===== src/rtl/cla_addsub_pipe_if.sv =====
// Operand/result handshake bundle for cla_addsub_pipe.
// The master side issues operands and accepts results; the slave side is the adder.
interface cla_addsub_pipe_if #(
    parameter int unsigned WIDTH = 32
) ();
    logic             in_valid;
    logic             in_ready;
    logic [WIDTH-1:0] a;
    logic [WIDTH-1:0] b;
    logic             subtract;
    logic             sign;
    logic             out_valid;
    logic             out_ready;
    logic [WIDTH-1:0] result;
    logic             ovflow;
    logic             carry_out;
    logic             zero;

    modport master (
        output in_valid, a, b, subtract, sign, out_ready,
        input  in_ready, out_valid, result, ovflow, carry_out, zero
    );

    modport slave (
        input  in_valid, a, b, subtract, sign, out_ready,
        output in_ready, out_valid, result, ovflow, carry_out, zero
    );
endinterface


===== src/rtl/cla_addsub_pipe.sv =====
// Pipelined carry-lookahead adder/subtractor: one SW-bit lookahead slice per stage,
// inter-slice carry registered, flags produced alongside the final slice.
module cla_addsub_pipe #(
    parameter int unsigned WIDTH  = 32,
    parameter int unsigned GROUP  = 4,
    parameter int unsigned STAGES = 2
) (
    input logic             clk,
    input logic             rst_n,
    cla_addsub_pipe_if.slave bus
);
    localparam int unsigned SW   = WIDTH / STAGES;
    localparam int unsigned NG   = SW / GROUP;
    localparam int unsigned LAST = STAGES - 1;

    logic             v_q   [STAGES];
    logic             v_d   [STAGES];
    logic [WIDTH-1:0] a_q   [STAGES];
    logic [WIDTH-1:0] a_d   [STAGES];
    logic [WIDTH-1:0] bp_q  [STAGES];
    logic [WIDTH-1:0] bp_d  [STAGES];
    logic [WIDTH-1:0] s_q   [STAGES];
    logic [WIDTH-1:0] s_d   [STAGES];
    logic             c_q   [STAGES];
    logic             c_d   [STAGES];
    logic             sub_q [STAGES];
    logic             sub_d [STAGES];
    logic             sgn_q [STAGES];
    logic             sgn_d [STAGES];
    logic             ovf_q, ovf_d;
    logic             zero_q, zero_d;
    logic             advance;

    logic             src_v, src_c, src_sub, src_sgn;
    logic [WIDTH-1:0] src_a, src_bp, src_s;
    logic [SW:0]      sa;

    // Two-level lookahead: group G/P from bit g/p, group carries and in-group
    // bit carries both formed as flat sum-of-products, so nothing ripples.
    function automatic logic [SW:0] slice_add(input logic [SW-1:0] x,
                                              input logic [SW-1:0] y,
                                              input logic          cin);
        logic [SW-1:0] g, p, c;
        logic [NG-1:0] gg, gp;
        logic [NG:0]   gc;
        logic          t;
        g = x & y;
        p = x ^ y;
        for (int unsigned j = 0; j < NG; j++) begin
            gg[j] = 1'b0;
            gp[j] = 1'b1;
            for (int unsigned i = 0; i < GROUP; i++) begin
                t = g[j*GROUP+i];
                for (int unsigned m = i + 1; m < GROUP; m++) t &= p[j*GROUP+m];
                gg[j] |= t;
                gp[j] &= p[j*GROUP+i];
            end
        end
        for (int unsigned j = 0; j <= NG; j++) begin
            gc[j] = cin;
            for (int unsigned m = 0; m < j; m++) gc[j] &= gp[m];
            for (int unsigned i = 0; i < j; i++) begin
                t = gg[i];
                for (int unsigned m = i + 1; m < j; m++) t &= gp[m];
                gc[j] |= t;
            end
        end
        for (int unsigned j = 0; j < NG; j++) begin
            for (int unsigned k = 0; k < GROUP; k++) begin
                c[j*GROUP+k] = gc[j];
                for (int unsigned m = 0; m < k; m++) c[j*GROUP+k] &= p[j*GROUP+m];
                for (int unsigned i = 0; i < k; i++) begin
                    t = g[j*GROUP+i];
                    for (int unsigned m = i + 1; m < k; m++) t &= p[j*GROUP+m];
                    c[j*GROUP+k] |= t;
                end
            end
        end
        return {gc[NG], p ^ c};
    endfunction

    always_comb begin
        advance = ~v_q[LAST] | bus.out_ready;
        ovf_d   = 1'b0;
        zero_d  = 1'b0;
        src_v   = 1'b0;
        src_c   = 1'b0;
        src_sub = 1'b0;
        src_sgn = 1'b0;
        src_a   = '0;
        src_bp  = '0;
        src_s   = '0;
        sa      = '0;
        for (int unsigned k = 0; k < STAGES; k++) begin
            // Stage 0 takes the ports (B inverted for subtract); later stages
            // take the previous stage register, whose full operands ride along.
            src_v   = (k == 0) ? bus.in_valid : v_q[(k == 0) ? 0 : k - 1];
            src_a   = (k == 0) ? bus.a : a_q[(k == 0) ? 0 : k - 1];
            src_bp  = (k == 0) ? (bus.subtract ? ~bus.b : bus.b) : bp_q[(k == 0) ? 0 : k - 1];
            src_s   = (k == 0) ? '0 : s_q[(k == 0) ? 0 : k - 1];
            src_c   = (k == 0) ? bus.subtract : c_q[(k == 0) ? 0 : k - 1];
            src_sub = (k == 0) ? bus.subtract : sub_q[(k == 0) ? 0 : k - 1];
            src_sgn = (k == 0) ? bus.sign : sgn_q[(k == 0) ? 0 : k - 1];

            sa = slice_add(src_a[k*SW +: SW], src_bp[k*SW +: SW], src_c);

            v_d[k]   = src_v;
            a_d[k]   = src_a;
            bp_d[k]  = src_bp;
            s_d[k]   = src_s;
            s_d[k][k*SW +: SW] = sa[SW-1:0];
            c_d[k]   = sa[SW];
            sub_d[k] = src_sub;
            sgn_d[k] = src_sgn;

            if (k == LAST) begin
                if (src_sgn)
                    ovf_d = (src_a[WIDTH-1] == src_bp[WIDTH-1]) &&
                            (s_d[k][WIDTH-1] != src_a[WIDTH-1]);
                else
                    ovf_d = src_sub ? ~sa[SW] : sa[SW];
                zero_d = (s_d[k] == '0);
            end
        end
    end

    always_ff @(posedge clk or negedge rst_n) begin
        if (!rst_n) begin
            for (int unsigned k = 0; k < STAGES; k++) begin
                v_q[k]   <= 1'b0;
                a_q[k]   <= '0;
                bp_q[k]  <= '0;
                s_q[k]   <= '0;
                c_q[k]   <= 1'b0;
                sub_q[k] <= 1'b0;
                sgn_q[k] <= 1'b0;
            end
            ovf_q  <= 1'b0;
            zero_q <= 1'b0;
        end else if (advance) begin
            for (int unsigned k = 0; k < STAGES; k++) begin
                v_q[k]   <= v_d[k];
                a_q[k]   <= a_d[k];
                bp_q[k]  <= bp_d[k];
                s_q[k]   <= s_d[k];
                c_q[k]   <= c_d[k];
                sub_q[k] <= sub_d[k];
                sgn_q[k] <= sgn_d[k];
            end
            ovf_q  <= ovf_d;
            zero_q <= zero_d;
        end
    end

    assign bus.in_ready  = advance;
    assign bus.out_valid = v_q[LAST];
    assign bus.result    = s_q[LAST];
    assign bus.carry_out = c_q[LAST];
    assign bus.ovflow    = ovf_q;
    assign bus.zero      = zero_q;
endmodule


===== src/flat_wrapper.sv =====
// flat-port wrapper written by rule: the top's interface ports become plain ports
module cla_addsub_pipe_flat 
#(
    parameter int unsigned WIDTH  = 32,
    parameter int unsigned GROUP  = 4,
    parameter int unsigned STAGES = 2
)
  (clk, rst_n, bus_in_valid, bus_a, bus_b, bus_subtract, bus_sign, bus_out_ready, bus_in_ready, bus_out_valid, bus_result, bus_ovflow, bus_carry_out, bus_zero);
  cla_addsub_pipe_if #(.WIDTH(WIDTH)) bus_i ();
  input logic clk;
  input logic rst_n;
  input wire logic [$bits(bus_i.in_valid)-1:0] bus_in_valid;
  input wire logic [$bits(bus_i.a)-1:0] bus_a;
  input wire logic [$bits(bus_i.b)-1:0] bus_b;
  input wire logic [$bits(bus_i.subtract)-1:0] bus_subtract;
  input wire logic [$bits(bus_i.sign)-1:0] bus_sign;
  input wire logic [$bits(bus_i.out_ready)-1:0] bus_out_ready;
  output wire logic [$bits(bus_i.in_ready)-1:0] bus_in_ready;
  output wire logic [$bits(bus_i.out_valid)-1:0] bus_out_valid;
  output wire logic [$bits(bus_i.result)-1:0] bus_result;
  output wire logic [$bits(bus_i.ovflow)-1:0] bus_ovflow;
  output wire logic [$bits(bus_i.carry_out)-1:0] bus_carry_out;
  output wire logic [$bits(bus_i.zero)-1:0] bus_zero;
  assign bus_i.in_valid = bus_in_valid;
  assign bus_i.a = bus_a;
  assign bus_i.b = bus_b;
  assign bus_i.subtract = bus_subtract;
  assign bus_i.sign = bus_sign;
  assign bus_i.out_ready = bus_out_ready;
  assign bus_in_ready = bus_i.in_ready;
  assign bus_out_valid = bus_i.out_valid;
  assign bus_result = bus_i.result;
  assign bus_ovflow = bus_i.ovflow;
  assign bus_carry_out = bus_i.carry_out;
  assign bus_zero = bus_i.zero;
  cla_addsub_pipe #(.WIDTH(WIDTH), .GROUP(GROUP), .STAGES(STAGES)) u_core (.clk(clk), .rst_n(rst_n), .bus(bus_i));
endmodule

===== config.mk =====
export PLATFORM = sky130hd
export DESIGN_NAME = cla_addsub_pipe_flat
export DESIGN_NICKNAME = d
export VERILOG_FILES = /design/src/rtl/cla_addsub_pipe_if.sv /design/src/rtl/cla_addsub_pipe.sv /design/src/flat_wrapper.sv
export SDC_FILE = /design/constraint.sdc
export NUM_CORES = 1
export LEC_CHECK = 0
export CAP_MARGIN = 20
export CELL_PAD_IN_SITES_DETAIL_PLACEMENT = 0
export CELL_PAD_IN_SITES_GLOBAL_PLACEMENT = 2
export CORE_ASPECT_RATIO = 1.1
export CORE_MARGIN = 4
export CORE_UTILIZATION = 33
export CTS_CLUSTER_DIAMETER = 60
export DETAILED_ROUTE_END_ITERATION = 10
export GPL_ROUTABILITY_DRIVEN = 0
export HOLD_SLACK_MARGIN = 0.12
export PLACE_DENSITY = 0.88
export SLEW_MARGIN = 20
export SYNTH_ARGS = -nofsm -noshare
export SYNTH_HDL_FRONTEND = slang
export SYNTH_SLANG_ARGS = --single-unit

===== constraint.sdc =====
create_clock -name clk -period 9.4 [get_ports clk]
set_clock_uncertainty 0.2 [all_clocks]
set_input_delay 1.88 -clock clk [delete_from_list [all_inputs] [get_ports clk]]
set_output_delay 1.88 -clock clk [all_outputs]
set_load 0.01 [all_outputs]

==> run metrics <==
Clock Latency Late Sink=0.34 ns; Worst-Margin Slew=1.04 ns; pin count of the biggest net entering global routing=103; layout cell share with drive strength beyond 1=4.26%; Starting DRT DRC Count=219; Pleak=2.98 nW; count of final setup violators=0; predominant post-synthesis flop cell=sky130_fd_sc_hd__dfrtp_1; min setup slack post-route=4.22 ns; Area contributors post-synth=sky130_fd_sc_hd__dfrtp_1 (45%), sky130_fd_sc_hd__nand2_1 (12%), sky130_fd_sc_hd__ha_1 (10%); r2r setup slk=5.46 ns; final routed wirelength across all metal layers=11900 um; max-capacitance violation count=0; warnings from Yosys=0; path depth of the worst reg2reg path=12; Vert. Die Dim=136 um; Clock Tree Root=sky130_fd_sc_hd__clkbuf_16; total count of hold-check failures in the final report=0; Worst slew margin=30.3%; CTS Hold Buffers Added=0; CTS Buf Count=9; mean instance size in the synthesized netlist=9.28 sq um; vias in the first global route=4082; top post-synthesis cells by count=sky130_fd_sc_hd__nand2_1 (161), sky130_fd_sc_hd__dfrtp_1 (88), sky130_fd_sc_hd__ha_1 (40); number of flops mapped to enable cells by yosys=0; placed cell areas=6170 sq um; CTS sink cnt=88; via count of the routed design=3883; post-synthesis instance total=532; final design area excluding fillers=6460 sq um; worst slack, placed=3.91 ns; number of I/O pins=107; number of antenna violations at the first check in global routing=0; total global-route track usage=14.7%; Pins Over Slew Limit=0; number of DRC violations after detailed routing=0; post-CTS repair timing setup buffer count=0; Post-Route Setup TNS=0 ns; worst slack on hold paths=0.262 ns; endpoint with the worst hold slack=u_core.bus.result[0]; largest driver fanout on the critical path=2; area fraction of the dominant cell type after synthesis=44.6%; Die W=125 um; fin nets=747; Setup crit end kind=primary output; number of cell rows=46; FILL cells=1428; fin crit share=55.1%; Worst Path Arrival=3.10 ns; most repeated cell in the gate-level netlist after synthesis=sky130_fd_sc_hd__nand2_1; cell type contributing the most total cell area after synthesis=sky130_fd_sc_hd__dfrtp_1; clock slew at reported path FFs=0.06 ns; Max Clock Freq=193 MHz; startpoint-to-endpoint class of the critical path=input pin to primary output; RSZ-0062 raised after global routing=false; initial cell density of the core=33.9%; post-layout minimum cycle time=5.18 ns; fraction of registers with async set/reset=100%; area of the mapped netlist=4940 sq um; Synth-to-Final Area Change=30.8%; Yosys reg bits=88; Final Total Pwr=1.45 mW; Resized Gates After CTS=0; crit path launch type=input pin; number of cells on the worst hold path=2; Cell Pwr Density=224 nW/um^2; number of iterations in the first detailed-routing pass=4; core outline area=14600 sq um; mean number of vias per cell=4.70; IR drop worst, VDD=0.0864 mV; CTS tree=done; Diodes inserted=0; r2r startpoint=u_core.src_bp[17]; synthesized net count=649; worst min-delay path category=flip-flop to flip-flop; number of nets still failing antenna checks after routing=0; worst reg2reg path endpoint=u_core.bus.zero; post-detailed-route wirelength per cell=14.4 um; count of port buffers added during placement=106; status=complete, no violations; CTS max path bufs=2; detailed-placement wirelength estimate=9070 um; Core Util, Final=44.3%; distinct cell type count of the synthesized netlist=42; number of standard cells in the final layout excluding fillers=826; startpoint of the most critical hold path=u_core.bus.result[0]; fraction of the yosys area taken by sequential cells=44.6%; CTS H-tree lvls=3; wire length of the first global-routing pass=20100 um; number of instances in the placed design=811; total congestion overflow=0; Die Outline Area=17000 sq um; required arrival time at the worst endpoint=7.32 ns
## report_power, final
group | total [mW] | switching, mW | internal [mW]
Combinational | 0.540 | 0.267 | 0.273
Clock | 0.349 | 0.138 | 0.211
Sequential | 0.558 | 0.0736 | 0.485
## metal layers
metal  track usage, %  vias up  wire length [um]
li1                 -     1970                 -
met1             19.0     1818              5460
met2             24.1       74              5700
met3             2.40       21               419
met4             7.31        0               359
met5                0        -                 0
## final cells by class
| cell class | instances | area, sq um | area share, % |
|---|---|---|---|
| well taps | 192 | 240 | 3.72 |
| repair buffers | 109 | 1080 | 16.7 |
| clock inverters | 3 | 42.5 | 0.659 |
| inverters | 12 | 45.0 | 0.698 |
| multi-input cells | 410 | 2610 | 40.3 |
| flip-flops and latches | 88 | 2200 | 34.1 |
| clock buffers | 12 | 246 | 3.82 |
## how the worst max path moves through the flow
stage,startpoint,end,slack [ns],cells past startpoint
2_1_floorplan,bus_out_ready,bus_in_ready,4.65,4
3_3_place_gp,bus_subtract,u_core.src_s[15],3.99,14
3_5_place_dp,bus_subtract,u_core.src_s[15],3.91,14
4_1_cts,bus_out_ready,bus_in_ready,4.20,4
5_1_grt,bus_subtract,u_core.src_s[15],4.04,14
6_report,bus_out_ready,bus_in_ready,4.22,4
## sequential cells by signal, indices dropped and copies added (netlist names), 16 cells and up
| signal | count |
|---|---|
| u_core.bus.result | 32 |
| u_core.src_a | 16 |
| u_core.src_bp | 16 |
| u_core.src_s | 16 |
## worst max-delay path, stage by stage
cell,delay (ns)
sky130_fd_sc_hd__clkdlybuf4s50_1,0.51
sky130_fd_sc_hd__nor2b_4,0.06
sky130_fd_sc_hd__inv_2,0.09
sky130_fd_sc_hd__clkdlybuf4s50_1,0.55
## kinds of logic (layout without fill, tap and decap cells)
family,count (synthesis),after routing,synth area share (%)
simple gates,220,220,18.1
compound gates,88,88,11.5
flops,88,88,44.6
xor+xnor,49,49,8.69
fa+ha+maj,47,47,13.0
buf+inv,34,136,2.79
mux,6,6,1.32
## cells in the final DEF, fill, tap and decap left out, types with 4 or more instances in the layout
cell,netlist,routed
sky130_fd_sc_hd__clkbuf_16,0,9
sky130_fd_sc_hd__buf_4,0,4
sky130_fd_sc_hd__ha_1,40,40
sky130_fd_sc_hd__mux2_2,4,4
sky130_fd_sc_hd__a21o_1,8,8
sky130_fd_sc_hd__nor3_1,10,10
sky130_fd_sc_hd__o31ai_1,6,6
sky130_fd_sc_hd__o21a_1,16,16
sky130_fd_sc_hd__clkdlybuf4s50_1,0,104
sky130_fd_sc_hd__xor2_1,27,27
sky130_fd_sc_hd__nor2_1,28,28
sky130_fd_sc_hd__xnor2_1,22,22
sky130_fd_sc_hd__a21oi_1,19,19
sky130_fd_sc_hd__o21ai_0,26,26
sky130_fd_sc_hd__dfrtp_1,88,88
sky130_fd_sc_hd__nor4_1,6,6
sky130_fd_sc_hd__fa_1,7,7
sky130_fd_sc_hd__inv_1,10,10
sky130_fd_sc_hd__nand4_1,4,4
sky130_fd_sc_hd__nand2_1,161,161
(Power assumes the default switching activity.)
